File: src/rtl/imem_boot_ctrl_pkg.sv
// Shared types for the instruction-RAM boot loader: FSM states, frame magic and error codes.
// Pure declarations; no timing or flow-control behaviour of its own.
package boot_pkg;

  typedef enum logic [2:0] {
    ST_IDLE,
    ST_HDR,
    ST_LOAD,
    ST_CSUM,
    ST_DONE,
    ST_ERR
  } state_e;

  typedef enum logic [1:0] {
    ERR_NONE  = 2'd0,
    ERR_HDR   = 2'd1,
    ERR_CSUM  = 2'd2,
    ERR_ABORT = 2'd3
  } err_e;

  localparam logic [15:0] BOOT_MAGIC = 16'hB007;

endpackage

File: src/rtl/imem_boot_ctrl_if.sv
// Word-stream input and instruction-RAM write port of the boot loader.
// No backpressure: the receiver strobes words, the RAM accepts every write pulse.
interface imem_boot_ctrl_if #(
  parameter int ADDR_W = 7,
  parameter int DATA_W = 32
);
  logic              word_valid;
  logic [DATA_W-1:0] word_data;
  logic              ram_wen;
  logic [ADDR_W-1:0] ram_addr;
  logic [DATA_W-1:0] ram_wdata;

  modport slave (
    input  word_valid, word_data,
    output ram_wen, ram_addr, ram_wdata
  );

  modport master (
    output word_valid, word_data,
    input  ram_wen, ram_addr, ram_wdata
  );
endinterface

File: src/rtl/imem_boot_ctrl.sv
// Parses header/payload/checksum frames into instruction RAM and gates core execution.
// RAM writes land one cycle after their word strobe; no backpressure, words are never stalled.
module imem_boot_ctrl
  import boot_pkg::*;
#(
  parameter int ADDR_W    = 7,
  parameter int DATA_W    = 32,
  parameter int MAX_WORDS = 128
) (
  input  logic              clk,
  input  logic              rst,
  input  logic              load_req,
  imem_boot_ctrl_if.slave   bus,
  output logic              core_run,
  output logic              busy,
  output logic              done,
  output logic [1:0]        err,
  output logic [7:0]        word_count
);

  state_e            state_q, state_d;
  err_e              err_q, err_d;
  logic              hist_q, hist_d;
  logic [ADDR_W-1:0] ptr_q, ptr_d;
  logic [DATA_W-1:0] acc_q, acc_d;
  logic [7:0]        len_q, len_d;
  logic [7:0]        wc_q, wc_d;
  logic              core_run_q, core_run_d;
  logic              ram_wen_q, ram_wen_d;
  logic [ADDR_W-1:0] ram_addr_q, ram_addr_d;
  logic [DATA_W-1:0] ram_wdata_q, ram_wdata_d;

  logic              rise, fall;
  logic [7:0]        hdr_len;
  logic              hdr_ok;
  logic              last_word;

  always_comb begin
    rise        = load_req & ~hist_q;
    fall        = ~load_req & hist_q;
    hdr_len     = bus.word_data[7:0];
    hdr_ok      = (bus.word_data[31:16] == BOOT_MAGIC) && (hdr_len != 8'd0)
                  && (32'(hdr_len) <= MAX_WORDS);
    last_word   = ((wc_q + 8'd1) == len_q);

    state_d     = state_q;
    err_d       = err_q;
    hist_d      = load_req;
    ptr_d       = ptr_q;
    acc_d       = acc_q;
    len_d       = len_q;
    wc_d        = wc_q;
    ram_wen_d   = 1'b0;
    ram_addr_d  = ram_addr_q;
    ram_wdata_d = ram_wdata_q;

    // A new request always wins, even over a word strobed in the same cycle.
    if (rise) begin
      state_d = ST_HDR;
      err_d   = ERR_NONE;
      wc_d    = 8'd0;
    end else if (fall && (state_q == ST_HDR || state_q == ST_LOAD || state_q == ST_CSUM)) begin
      state_d = ST_ERR;
      err_d   = ERR_ABORT;
    end else if (bus.word_valid) begin
      unique case (state_q)
        ST_HDR: begin
          if (hdr_ok) begin
            state_d = ST_LOAD;
            len_d   = hdr_len;
            ptr_d   = '0;
            acc_d   = '0;
            wc_d    = 8'd0;
          end else begin
            state_d = ST_ERR;
            err_d   = ERR_HDR;
          end
        end
        ST_LOAD: begin
          ram_wen_d   = 1'b1;
          ram_addr_d  = ptr_q;
          ram_wdata_d = bus.word_data;
          acc_d       = acc_q + bus.word_data;
          wc_d        = wc_q + 8'd1;
          // Pointer stops on the last word so it never wraps past MAX_WORDS-1.
          if (last_word) begin
            state_d = ST_CSUM;
          end else begin
            ptr_d = ptr_q + ADDR_W'(1);
          end
        end
        ST_CSUM: begin
          if (bus.word_data == acc_q) begin
            state_d = ST_DONE;
          end else begin
            state_d = ST_ERR;
            err_d   = ERR_CSUM;
          end
        end
        default: begin
        end
      endcase
    end

    core_run_d = (state_d == ST_DONE) && !load_req;
  end

  always_ff @(posedge clk) begin
    if (!rst) begin
      state_q     <= ST_IDLE;
      err_q       <= ERR_NONE;
      hist_q      <= 1'b0;
      ptr_q       <= '0;
      acc_q       <= '0;
      len_q       <= 8'd0;
      wc_q        <= 8'd0;
      core_run_q  <= 1'b0;
      ram_wen_q   <= 1'b0;
      ram_addr_q  <= '0;
      ram_wdata_q <= '0;
    end else begin
      state_q     <= state_d;
      err_q       <= err_d;
      hist_q      <= hist_d;
      ptr_q       <= ptr_d;
      acc_q       <= acc_d;
      len_q       <= len_d;
      wc_q        <= wc_d;
      core_run_q  <= core_run_d;
      ram_wen_q   <= ram_wen_d;
      ram_addr_q  <= ram_addr_d;
      ram_wdata_q <= ram_wdata_d;
    end
  end

  assign bus.ram_wen   = ram_wen_q;
  assign bus.ram_addr  = ram_addr_q;
  assign bus.ram_wdata = ram_wdata_q;
  assign core_run      = core_run_q;
  assign busy          = (state_q == ST_HDR) || (state_q == ST_LOAD) || (state_q == ST_CSUM);
  assign done          = (state_q == ST_DONE);
  assign err           = err_q;
  assign word_count    = wc_q;

endmodule

File: src/flat_wrapper.sv
// flat-port wrapper written by rule: the top's interface ports become plain ports
module imem_boot_ctrl_flat import boot_pkg::*;
#(
  parameter int ADDR_W    = 7,
  parameter int DATA_W    = 32,
  parameter int MAX_WORDS = 128
)
  (clk, rst, load_req, core_run, busy, done, err, word_count, bus_word_valid, bus_word_data, bus_ram_wen, bus_ram_addr, bus_ram_wdata);
  imem_boot_ctrl_if #(.ADDR_W(ADDR_W), .DATA_W(DATA_W)) bus_i ();
  input  logic clk;
  input  logic rst;
  input  logic load_req;
  output logic core_run;
  output logic busy;
  output logic done;
  output logic [1:0] err;
  output logic [7:0] word_count;
  input wire logic [$bits(bus_i.word_valid)-1:0] bus_word_valid;
  input wire logic [$bits(bus_i.word_data)-1:0] bus_word_data;
  output wire logic [$bits(bus_i.ram_wen)-1:0] bus_ram_wen;
  output wire logic [$bits(bus_i.ram_addr)-1:0] bus_ram_addr;
  output wire logic [$bits(bus_i.ram_wdata)-1:0] bus_ram_wdata;
  assign bus_i.word_valid = bus_word_valid;
  assign bus_i.word_data = bus_word_data;
  assign bus_ram_wen = bus_i.ram_wen;
  assign bus_ram_addr = bus_i.ram_addr;
  assign bus_ram_wdata = bus_i.ram_wdata;
  imem_boot_ctrl #(.ADDR_W(ADDR_W), .DATA_W(DATA_W), .MAX_WORDS(MAX_WORDS)) u_core (.clk(clk), .rst(rst), .load_req(load_req), .bus(bus_i), .core_run(core_run), .busy(busy), .done(done), .err(err), .word_count(word_count));
endmodule
File: config.mk
export PLATFORM = sky130hd
export DESIGN_NAME = imem_boot_ctrl_flat
export DESIGN_NICKNAME = d
export VERILOG_FILES = /design/src/rtl/imem_boot_ctrl_pkg.sv /design/src/rtl/imem_boot_ctrl_if.sv /design/src/rtl/imem_boot_ctrl.sv /design/src/flat_wrapper.sv
export SDC_FILE = /design/constraint.sdc
export NUM_CORES = 1
export LEC_CHECK = 0
export BUFFER_PORTS_ARGS = -buffer_cell sky130_fd_sc_hd__buf_4
export CAP_MARGIN = 20
export CELL_PAD_IN_SITES_DETAIL_PLACEMENT = 0
export CELL_PAD_IN_SITES_GLOBAL_PLACEMENT = 1
export CORE_MARGIN = 1.5
export CORE_UTILIZATION = 44
export CTS_BUF_LIST = sky130_fd_sc_hd__clkbuf_8
export DETAILED_ROUTE_END_ITERATION = 8
export GPL_ROUTABILITY_DRIVEN = 0
export PLACE_DENSITY_LB_ADDON = 0.1
export SLEW_MARGIN = 20
export SYNTH_ARGS = -nofsm -noshare
export SYNTH_HDL_FRONTEND = slang
export SYNTH_SLANG_ARGS = --single-unit
export TNS_END_PERCENT = 50
File: constraint.sdc
create_clock -name clk -period 3.8 [get_ports clk]
set_input_delay 0.76 -clock clk [delete_from_list [all_inputs] [get_ports clk]]
set_output_delay 0.76 -clock clk [all_outputs]
set_load 0.1 [all_outputs]
==> impl_metrics.toml <==
[floorplan]
row_count = 41
chipWidth_um = 117
start_util = 0.453
io-pin-count = 89
die_area_um2 = 13700
core_area_um2 = 12700
die_h_um = 117

[sta]
maxSlewViolCount = 0
rsz0062_at_grt = "false"
fmax_mhz = 327
slew_headroom = 0.659
finalCriticalPeriod_ns = 3.06
worstMarginPinSlew_ns = 0.507
whs_ns = 0.455
final_hold_viol_count = 0
finalClockSkew_ns = 0.0105
tns_ns = 0
setup_violations = 0
fin_crit_sh = 0.805

[yosys]
synthCells = 685
ys_ff_latch = 102
synthXorXnorAreaFrac = 0.0702
avgSynthCellArea_um2 = 8.38
synth_top_cell_area_share = 0.356
synthTopCellsByArea = "dfxtp_1, nand2_1, ha_1, a21boi_1, xnor2_1"
synth-edff-count = 0
synth_top_family_by_area = "simple AND/OR/NAND/NOR gates"
async_flop_share = 0
syn_area_um2 = 5740
synth_nets = 755
synthSimpleGateAreaFrac = 0.237
ys_warn_count = 0
ys.flop_type = "dfxtp_1"
synth_common_cells = "nand2_1, dfxtp_1, a21oi_1, nor2_1, ha_1"
synth_mux_area_frac = 0.0216
synth_top_cell_by_area = "dfxtp_1"
synth_cell_types = 68
synth.most_common_cell = "nand2_1"
synth_compound_area_frac = 0.206
synth_fa_ha_area_frac = 0.0771
ys_seq_area_frac = 0.356

[global_route]
grt_pass1_vias = 4706
top_usage_layer = "met2"
overflow = 0
grt_max_degree = 35
grt_util_all_layers = 0.217
use_met3 = 0.0479
grt_use_met1 = 0.298
met2_usage = 0.345
grt_pass1_wl_um = 23300
antenna_found_initial = 1

[setup_path]
r2r_cells = 10
crit_path_end_kind = "flop"
reg2reg_to = "u_core.acc_q[30]$_SDFFE_PN0P_"
path_class = "primary input to flop"
critical_path_arrival_ns = 3.34
crit_fanout = 4
reg2reg_from = "u_core.acc_q[0]$_SDFFE_PN0P_"
critPathLaunch = "bus_word_data[0]"
regToRegSetupSlack_ns = 0.94
cp-endpoint = "u_core.acc_q[30]$_SDFFE_PN0P_"
cp.required_ns = 4.08
crit_path_start_kind = "primary input"

[power_and_ir_drop]
p_int_w = 0.00145
clkPwrFrac = 0.357
comb_power_share = 0.098
switching_power_w = 0.000520
swShare = 0.263
irDropWorstVdd_mv = 0.248
power_density_nw_per_um2 = 293
seq_power_share = 0.545
leakage_nw = 2.78

[drt]
drtIter0Drc = 190
finalWirelength_um = 14200
vias = 4978
wl_per_cell_um = 15.1
drcViolationCount = 0
avgViaCountPerCell = 5.30
drtAntennaViolNets = 0
dr.pass1.iters = 4

[finish]
fillerInstances = 1244
drive_above_1_share = 0.165
n_antenna_cell = 0
final_nets = 833
syn_to_final_growth_pct = 17.4

[job]
max-cap-violations = 0

[clocking]
clk_latency_ns = 0.38
holdBufCountCts = 0
post_cts_resized = 0
cts_tree = "done"
path_clk_slew_ns = 0.10
cts_setup_buffers = 0
h-tree-depth = 3
root_buffer = "clkbuf_8"
cts.sinks = 102
clockBufferDepth = 2
numCtsBuffers = 9

[placed_design]
portBuffers = 88
dp_hpwl_um = 10600

[worst_hold_path]
holdCritPathClass = "flop to flop"
whs_path_depth = 2

[outcome]
status = "completed"
[per-stage QoR]
stage / cell area (um2) / instances / utilization / worst slack (ns) / total power (W)
global placement: 6540 / 924 / 0.516 / 0.437 / 0.00129
global route: 6740 / 940 / 0.532 / 0.471 / 0.00206
detailed placement: 6540 / 924 / 0.516 / 0.360 / 0.00129
CTS: 6740 / 940 / 0.532 / 0.774 / 0.00200
floorplan: 5740 / 685 / - / 0.341 / 0.00122
finish: 6740 / 940 / 0.532 / 0.741 / 0.00197
[registers in the layout, summed over array words and instances (netlist names)]
register              flops
u_core.state_q            3
u_core.bus.ram_wdata     32
u_core.core_run           1
u_core.bus.ram_wen        1
u_core.acc_q             32
u_core.len_q              8
u_core.ptr_q              7
u_core.bus.ram_addr       7
u_core.hist_q             1
u_core.err                2
u_core.word_count         8
[layout by cell type (no fill, tap or decap), types with 9 or more instances in the layout]
| cell | n |
|---|---|
| buf_4 | 98 |
| xnor2_1 | 25 |
| o21ai_1 | 32 |
| xor2_1 | 21 |
| clkbuf_8 | 9 |
| a21boi_1 | 31 |
| nor4_1 | 9 |
| dfxtp_1 | 102 |
| o21ai_0 | 9 |
| a21oi_1 | 34 |
| ha_1 | 33 |
| a21o_1 | 15 |
| a21boi_0 | 12 |
| nand3_1 | 13 |
| nor2b_1 | 14 |
| nand2_1 | 135 |
| nand4_1 | 12 |
| inv_1 | 10 |
| mux2i_1 | 11 |
| nor2_1 | 34 |
[cell families (layout without fill, tap and decap cells)]
logic type	Yosys count	in the layout
DFF	102	102
muxes	12	12
buffers and inverters	41	124
AOI/OAI and AO/OA	177	177
adders and majority gates	35	35
and+or+nand+nor	272	272
xor gates and xnor gates	46	46
[routing by layer]
metal	part of all wire	vias to the layer above	wire, um
li1	-	2570	-
met1	0.50	2305	7030
met2	0.45	91	6350
met3	0.044	12	625
met4	0.011	0	159
met5	0	-	0
[final cells by class]
cell class	instances	area, um2	share of cell area
Multi-Input combinational cell	542	3510	0.521
Sequential cell	102	2040	0.303
Inverter	10	37.5	0.00557
Clock buffer	9	124	0.0184
Tap cell	172	215	0.0319
Clock inverter	7	75.1	0.0111
Timing Repair Buffer	98	736	0.109
[critical path, cell delays in order]
cell and delay, ns:
buf_4 0.13, ha_1 0.24, fa_1 0.40, a21oi_1 0.21, nor2_1 0.10, o311ai_1 0.39, a2111oi_1 0.18, o21ai_1 0.37
o221ai_1 0.25, a21oi_1 0.20, o211ai_1 0.11
[worst min-delay path by stage]
stage	start	end
finish	u_core.acc_q[8]$_SDFFE_PN0P_	u_core.acc_q[8]$_SDFFE_PN0P_
global route	u_core.acc_q[17]$_SDFFE_PN0P_	u_core.acc_q[17]$_SDFFE_PN0P_
CTS	u_core.acc_q[17]$_SDFFE_PN0P_	u_core.acc_q[17]$_SDFFE_PN0P_
detailed placement	u_core.acc_q[17]$_SDFFE_PN0P_	u_core.acc_q[17]$_SDFFE_PN0P_
global placement	u_core.acc_q[17]$_SDFFE_PN0P_	u_core.acc_q[17]$_SDFFE_PN0P_
floorplan	u_core.acc_q[11]$_SDFFE_PN0P_	u_core.acc_q[11]$_SDFFE_PN0P_
[power by group through the flow]
| stage | Combinational, W | Clock (W) | Sequential [W] |
|---|---|---|---|
| 2_1_floorplan | 0.000118 | 0 | 0.00111 |
| 3_3_place_gp | 0.000190 | 0 | 0.00110 |
| 3_5_place_dp | 0.000192 | 0 | 0.00110 |
| 4_1_cts | 0.000193 | 0.000729 | 0.00108 |
| 5_1_grt | 0.000210 | 0.000771 | 0.00108 |
| 6_report | 0.000193 | 0.000706 | 0.00108 |
(Power assumes the default switching activity.)
